### config.mk
export PLATFORM = sky130hd
export DESIGN_NAME = rr_burst_arbiter
export DESIGN_NICKNAME = d
export VERILOG_FILES = /design/src/rtl/rr_burst_arbiter.sv
export SDC_FILE = /design/constraint.sdc
export NUM_CORES = 1
export LEC_CHECK = 0
export ABC_CLOCK_PERIOD_IN_PS = 4000
export BUFFER_PORTS_ARGS = -buffer_cell sky130_fd_sc_hd__buf_2
export CAP_MARGIN = 20
export CORE_MARGIN = 1.5
export CORE_UTILIZATION = 40
export DETAILED_ROUTE_END_ITERATION = 8
export PLACE_DENSITY = 0.72
export SYNTH_ARGS = -nofsm -noshare
export SYNTH_HDL_FRONTEND = slang
export SYNTH_SLANG_ARGS = --single-unit
### constraint.sdc
create_clock -name clk -period 4 [get_ports clk]
set_clock_uncertainty 0.2 [all_clocks]
set_input_delay 0.6 -clock clk [delete_from_list [all_inputs] [get_ports clk]]
set_output_delay 0.6 -clock clk [all_outputs]
set_load 0.1 [all_outputs]
### src/rtl/rr_burst_arbiter.sv
// rtl/rr_burst_arbiter.sv - round-robin arbiter holding one grant per multi-beat burst
// Grant is released on last beat, requester abandonment, or hold-limit watchdog.
module rr_burst_arbiter #(
    parameter  int NUM_PORTS  = 4,
    parameter  int HOLD_LIMIT = 16,
    localparam int IDX_W      = $clog2(NUM_PORTS)
) (
    input  logic                 clk,
    input  logic                 rst,
    input  logic [NUM_PORTS-1:0] req,
    input  logic [NUM_PORTS-1:0] last,
    input  logic                 res_ready,
    output logic [NUM_PORTS-1:0] grant,
    output logic [IDX_W-1:0]     grant_idx,
    output logic                 grant_valid,
    output logic                 res_valid,
    output logic                 beat_fire,
    output logic                 forced_release
);

    localparam int CNT_W = $clog2(HOLD_LIMIT + 1);

    typedef enum logic {
        S_IDLE = 1'b0,
        S_BUSY = 1'b1
    } state_t;

    state_t                 r_state, w_nxt_state;
    logic [NUM_PORTS-1:0]   r_grant, w_nxt_grant;
    logic [IDX_W-1:0]       r_grant_idx, w_nxt_idx;
    logic [IDX_W-1:0]       r_ptr, w_nxt_ptr;
    logic [CNT_W-1:0]       r_cnt, w_nxt_cnt;
    logic                   r_forced, w_nxt_forced;

    logic [IDX_W-1:0]       w_after_g;
    logic [IDX_W-1:0]       w_base;
    logic [IDX_W-1:0]       w_pick;
    logic                   w_found;
    logic                   w_release;
    logic                   w_res_valid;
    logic                   w_beat_fire;

    assign w_after_g   = (r_grant_idx == IDX_W'(NUM_PORTS - 1)) ? '0 : r_grant_idx + IDX_W'(1);
    assign w_res_valid = (r_state == S_BUSY) & req[r_grant_idx];
    assign w_beat_fire = w_res_valid & res_ready;

    // On release the search starts just past g and covers N-1 ports, so g itself is never a candidate.
    assign w_base = (r_state == S_BUSY) ? w_after_g : r_ptr;

    always_comb begin
        w_found = 1'b0;
        w_pick  = '0;
        for (int i = 0; i < NUM_PORTS; i++) begin
            int c;
            c = int'(w_base) + i;
            if (c >= NUM_PORTS) c = c - NUM_PORTS;
            if (!w_found && req[IDX_W'(c)] && ((r_state == S_IDLE) || (i < NUM_PORTS - 1))) begin
                w_found = 1'b1;
                w_pick  = IDX_W'(c);
            end
        end
    end

    always_comb begin
        w_nxt_state  = r_state;
        w_nxt_idx    = r_grant_idx;
        w_nxt_ptr    = r_ptr;
        w_nxt_cnt    = r_cnt;
        w_nxt_forced = 1'b0;
        w_release    = 1'b0;

        case (r_state)
            S_IDLE: begin
                if (w_found) begin
                    w_nxt_state = S_BUSY;
                    w_nxt_idx   = w_pick;
                    w_nxt_cnt   = '0;
                end
            end
            S_BUSY: begin
                if (!req[r_grant_idx]) begin
                    w_release = 1'b1;
                end else if (w_beat_fire && last[r_grant_idx]) begin
                    w_release = 1'b1;
                end else if (w_beat_fire && (r_cnt == CNT_W'(HOLD_LIMIT - 1))) begin
                    w_release    = 1'b1;
                    w_nxt_forced = 1'b1;
                end else if (w_beat_fire) begin
                    w_nxt_cnt = r_cnt + CNT_W'(1);
                end

                if (w_release) begin
                    w_nxt_ptr = w_after_g;
                    w_nxt_cnt = '0;
                    if (w_found) begin
                        w_nxt_idx = w_pick;
                    end else begin
                        w_nxt_state = S_IDLE;
                        w_nxt_idx   = '0;
                    end
                end
            end
            default: begin
                w_nxt_state = S_IDLE;
                w_nxt_idx   = '0;
            end
        endcase

        w_nxt_grant = (w_nxt_state == S_BUSY) ? (NUM_PORTS'(1) << w_nxt_idx) : '0;
    end

    always_ff @(posedge clk) begin
        if (rst) begin
            r_state     <= S_IDLE;
            r_grant     <= '0;
            r_grant_idx <= '0;
            r_ptr       <= '0;
            r_cnt       <= '0;
            r_forced    <= 1'b0;
        end else begin
            r_state     <= w_nxt_state;
            r_grant     <= w_nxt_grant;
            r_grant_idx <= w_nxt_idx;
            r_ptr       <= w_nxt_ptr;
            r_cnt       <= w_nxt_cnt;
            r_forced    <= w_nxt_forced;
        end
    end

    assign grant          = r_grant;
    assign grant_idx      = r_grant_idx;
    assign grant_valid    = |r_grant;
    assign res_valid      = w_res_valid;
    assign beat_fire      = w_beat_fire;
    assign forced_release = r_forced;

endmodule

==> metrics.yaml, run 1 <==
status:
  outcome: "completed"
global_routing:
  grt_max_degree: 18
  grt_pass1_vias: 1091
  grt_usage_pct: 16.9
  antenna_found_initial: 0
  grt_pass1_wl_mm: 4.47
  grt_overflow_total: 0
finish:
  area_delta_synth_final_pct: 9.86
  nets: 176
  fin_area_mm2: 0.00125
  drive_gt1_share_pct: 19.3
  num_antenna_cells: 0
  instances_no_fill: 192
logic_synthesis:
  synthAdderAreaFrac_pct: 3.29
  synth_cells: 148
  synth_cell_types: 42
  syn_nets: 162
  synthMuxAreaShare_pct: 10.1
  synth_simple_gate_area_share_pct: 28.7
  synth_xor_area_share_pct: 0
  yosysWarnings: 0
  ys_ff_latch: 15
  synth_compound_gate_area_share_pct: 24.3
  async_flop_share_pct: 0
  synth_area_mm2: 0.00114
  synth_top_family_by_area: "simple AND/OR/NAND/NOR gates"
  synth_edf_count: 0
  synth_area_per_cell_um2: 7.72
  ys.flop_type: "dfxtp_1"
  yosysSeqAreaShare_pct: 26.3
place:
  hpwl_mm: 2.02
  placed_cells: 188
  placed_cell_area_mm2: 0.00123
  routabilityCongestion: 0.879
  numPortBuffers: 20
power:
  power_density_mw_per_mm2: 595
  power_leakage_uw: 0.000537
  peakVddDrop_mv: 0.292
critical_path:
  r2r_slack_ps: 970
  slowest_delay_ps: 610
  cp_cell_sequence: "ha_1 -> mux2i_1 -> nor3b_1 -> or4_1 -> a311oi_1 -> a21oi_1 -> o211a_1 -> and4b_1"
  critPathKind: "flip-flop to flip-flop"
  critPathBufInv: 0
  worstPathRequired_ps: 4020
  end_kind: "flip-flop"
  crit_path_start_kind: "flip-flop"
  rr_worst_depth: 8
  r2r-start: "grant_idx[0]"
  cp_max_fo: 14
  arrival_ps: 3050
  critical_path.reg2reg.endpoint: "grant[1]"
  cp_top_family: "simple AND/OR/NAND/NOR gates"
  slowest_stage: "dfxtp_1"
worst_hold_path:
  worst_hold_path.num_cells: 2
  holdCritStartpoint: "r_cnt[4]"
  hp-class: "flip-flop to flip-flop"
  min_to: "r_cnt[4]"
floorplanning:
  die_x_um: 56.4
  die_h_um: 56.4
  core_area_mm2: 0.00273
  die_area_mm2: 0.00319
  ios: 21
  initial_core_util_pct: 41.8
  rows: 19
detailed_routing:
  viasPerCell: 5.95
  drt_iter0_markers: 46
  vias: 1142
  drc: 0
  drt-pass1-iter-count: 4
  wl_mm: 2.61
  avgRoutedWirePerCell_um: 13.6
  detail-route-antenna-nets: 0
sta:
  setup_violations: 0
  hold_viol: 0
  worst_pin_slew_ps: 561
  whs_ps: 315
  slew_headroom_pct: 62.5
  maxSlewViolCount: 0
  period_minus_slack_ps: 3030
  rsz0062_at_grt: "false"
  fmax_mhz: 330
  tns_ps: 0
  period_share_pct: 75.8
cts:
  clockRootBuffer: "clkbuf_4"
  cts_tree: "built"
  clk_latency_ps: 280
  htreeDepth: 1
  path_clk_slew_ps: 90
  cts.sinks: 15
  ctsHoldBuffers: 0
  post_cts_resize_count: 0
  cts_setup_buffers: 0
  numCtsBuffers: 3
  cts_buffer_depth: 2
flow_run:
  maxCapViolCount: 0
how the worst max path moves through the flow:
stage                       from        end  slack (ps)  cells after the start
detailed placement  grant_idx[0]   r_cnt[4]        1010                      8
global placement    grant_idx[0]   grant[1]        1110                      8
global route        grant_idx[0]   r_cnt[4]         710                      8
finish              grant_idx[0]   grant[1]         970                      8
floorplan           grant_idx[1]  beat_fire         130                      6
CTS                 grant_idx[0]   r_cnt[4]         990                      8
cells in the final DEF, fill, tap and decap left out, types with 2 or more instances in the layout:
cell type | netlist | layout
nor2b_1 | 3 | 3
a31oi_1 | 3 | 3
ha_1 | 3 | 3
dfxtp_1 | 15 | 15
or3_1 | 2 | 2
clkbuf_4 | 0 | 3
nor3_1 | 3 | 3
nand2b_1 | 3 | 3
o311a_1 | 4 | 4
o21ai_0 | 7 | 7
buf_2 | 4 | 20
a21oi_1 | 9 | 9
or4_1 | 2 | 2
nor2_1 | 12 | 12
a2111oi_0 | 2 | 2
mux2i_1 | 7 | 7
a211o_1 | 2 | 2
inv_1 | 8 | 8
mux2_2 | 2 | 2
and3_1 | 2 | 2
nand3_1 | 8 | 8
nor3b_1 | 2 | 2
a311oi_1 | 4 | 4
nand2_1 | 17 | 17
layer usage:
metal  vias up  track usage [%]  part of all wire, %
li1        578                -                    -
met1       521             21.5                   46
met2        41             29.9                   48
met3         2             3.23                  5.9
met4         0             3.06                 0.38
met5         -                0                    0
stage by stage:
stage	utilization (%)	power [µW]	setup slack (ps)
global placement	44.9	659	1110
CTS	45.9	749	992
finish	45.9	746	966
floorplan	-	600	129
global route	45.9	795	709
detailed placement	44.9	664	1010
cell usage after synthesis, types with 4 or more instances:
cell type	instances	share of area, %
nand2_1	17	5.6
dfxtp_1	15	26
nor2_1	12	3.9
a21oi_1	9	3.9
inv_1	8	2.6
nand3_1	8	3.5
mux2i_1	7	6.1
o21ai_0	7	3.1
clkbuf_1	6	2.0
a311oi_1	4	3.1
buf_2	4	1.8
o311a_1	4	3.5
cell families (layout without fill, tap and decap cells):
kind of cell	Yosys count	after routing
muxes	10	10
and+or+nand+nor	63	63
AOI/OAI and AO/OA	38	38
buffers and inverters	19	32
adders and majority gates	3	3
DFF	15	15
area by class of cell:
| class | count | area, µm² |
|---|---|---|
| fillers | 269 | 1480 |
| multi-input cells | 114 | 758 |
| inverters | 8 | 30.0 |
| clock inverters | 1 | 5.00 |
| well taps | 31 | 38.8 |
| clock buffers | 3 | 22.5 |
| repair buffers | 20 | 100 |
| flip-flops and latches | 15 | 300 |
sequential cells by signal, summed over array words and instances, names as in the netlist:
| name | flops |
|---|---|
| r_cnt | 5 |
| grant | 4 |
| grant_idx | 2 |
| r_ptr | 2 |
| forced_release | 1 |
| r_state | 1 |
where the power goes:
part	total [µW]	switching (µW)	internal (µW)
combinational	459	335	124
clock	83.0	46.0	37.0
sequential	204	33.6	171
total	746	415	332
worst reg2reg max path, cell delays in order (launching register included):
cell	delay [ps]
dfxtp_1	610
ha_1	400
mux2i_1	350
nor3b_1	90
or4_1	530
a311oi_1	300
a21oi_1	70
o211a_1	190
and4b_1	240
Power figures use the tool's default switching activity.
==> run 2: changes to the inputs <==
Settings changed: ABC_CLOCK_PERIOD_IN_PS 4000 to 2500, PLACE_DENSITY 0.72 to 0.74.
Clock period 4 ns to 2.5 ns, I/O delays scaled along.
==> metrics.yaml, run 2 (same netlist as run 1, synthesis figures left out) <==
status:
  outcome: "finished with violations"
  violations: "setup timing"
sta:
  worst_pin_slew_ps: 495
  period_share_pct: 101
  slew_headroom_pct: 67.2
  maxSlewViolCount: 0
  rsz0062_at_grt: "true"
  hold_viol: 0
  period_minus_slack_ps: 2520
  fmax_mhz: 397
  setup_slack_ps: -20.1
  tns_ps: -20.1
  whs_ps: 204
  setup_violations: 1
detailed_routing:
  viasPerCell: 5.90
  drc: 0
  drt_iter0_markers: 36
  wl_met3_um: 125
  top_layer: "met4"
  avgRoutedWirePerCell_um: 15.7
  wl_met2_mm: 1.80
  detail-route-antenna-nets: 0
  drt-pass1-iter-count: 4
  wl_mm: 3.51
  vias: 1316
  wl_met1_mm: 1.54
place:
  pre_cts_slack_ps: -71.7
  numPortBuffers: 20
  hpwl_mm: 2.33
  placed_cells: 206
  routabilityCongestion: 0.977
critical_path:
  slowest_delay_ps: 540
  end_kind: "output pin"
  worstPathRequired_ps: 1920
  cp_cell_sequence: "buf_12 -> mux4_2 -> nand2_2 -> clkinvlp_4 -> nand2_4 -> clkinvlp_4 -> buf_12"
  arrival_ps: 1950
  cp_max_fo: 5
  crit_path_start_kind: "flip-flop"
  critPathKind: "flip-flop to output pin"
  slowest_stage: "mux4_2"
cts:
  clockRootBuffer: "clkbuf_4"
  ctsHoldBuffers: 0
  numCtsBuffers: 3
  clk_latency_ps: 290
  cts.sinks: 15
  cts_buffer_depth: 2
  htreeDepth: 1
  path_clk_slew_ps: 80
  cts_tree: "built"
finish:
  largest_reg_flops: 5
  drive_gt1_share_pct: 44.8
  final_common_cell: "buf_4"
  nets: 207
  instances_no_fill: 223
  largest_register: "r_cnt"
  final_cell_mix: "29 x buf_4, 19 x buf_2, 14 x nand2_1"
  fillCellCount: 243
  area_delta_synth_final_pct: 48.3
  num_antenna_cells: 0
worst_hold_path:
  hp-class: "input pin to flip-flop"
floorplanning:
  core_area_mm2: 0.00273
  rows: 19
  die_h_um: 56.4
  die_area_mm2: 0.00319
  initial_core_util_pct: 41.8
  die_x_um: 56.4
  ios: 21
power:
  p_seq_share_pct: 20.3
  power_density_mw_per_mm2: 914
  power_switching_uw: 790
  p_total_uw: 1550
  clockPowerShare_pct: 8.9
  peakVddDrop_mv: 1.05
  netSwitchingFraction_pct: 51.0
  comb_power_share_pct: 70.8
  power_leakage_uw: 0.000706
  power.internal_uw: 758
global_routing:
  grt_pass1_vias: 1231
  grt_usage_pct: 21.2
  grt_overflow_total: 0
  grt_max_degree: 14
  grt_pass1_wl_mm: 5.49
  antenna_found_initial: 0
flow_run:
  maxCapViolCount: 0
[run 2: cell count changes in the layout (fill, tap and decap cells not counted), moves of 3 or more]
cell	previous run	this run
dfxtp_1	15	11
nand2_1	17	14
buf_4	0	29
dfxtp_4	0	3
[run 2: layout make-up]
type	count	area [µm²]	area share, %
Clock buffer	4	26.3	1.55
Inverter	8	37.5	2.22
Multi-Input combinational cell	114	901	53.2
Sequential cell	15	313	18.5
Tap cell	31	38.8	2.29
Timing Repair Buffer	51	378	22.3
[run 2: per-layer routing]
| metal | vias to the layer above | GRT usage, % |
|---|---|---|
| met5 | - | 0 |
| met4 | 0 | 6.46 |
| met3 | 8 | 2.76 |
| met2 | 36 | 36.9 |
| met1 | 635 | 26.9 |
| li1 | 637 | - |
[run 2: through the flow]
| stage | instance area, µm² | util (%) |
|---|---|---|
| floorplan | 1170 | - |
| global placement | 1390 | 50.9 |
| detailed placement | 1390 | 50.9 |
| CTS | 1510 | 55.1 |
| global route | 1690 | 62.0 |
| finish | 1690 | 62.0 |
[run 2: critical path, delay by kind of cell, from the launching register on]
kind | cells | cell delay (ps)
multiplexers | 1 | 540
buffers and inverters | 4 | 510
flip-flops | 1 | 390
AND/OR/NAND/NOR | 2 | 210
[run 2: path summary, 6_finish.rpt]
| check | from | end | slack (ps) | cells past startpoint |
|---|---|---|---|---|
| setup / recovery | grant_idx[0] | beat_fire | -20 | 7 |
| hold / removal | res_ready | forced_release | 200 | 3 |
| setup reg to reg | grant_idx[0] | grant[1] | 70 | 9 |
| hold reg to reg | r_cnt[0] | r_cnt[0] | 300 | 2 |
[run 2: what timing repair did]
item	in CTS	in global routing
setup buffers	2	10
endpoints found under the setup margin	7	14
resized for setup	17	17
pin swaps	7	8
cloned	0	1
[run 2: power groups by stage]
stage / clock [µW] / combinational (µW) / sequential (µW)
3_3_place_gp: 0 / 873 / 306
5_1_grt: 150 / 1160 / 320
4_1_cts: 142 / 949 / 307
6_report: 138 / 1100 / 314
3_5_place_dp: 0 / 885 / 308
2_1_floorplan: 0 / 492 / 489
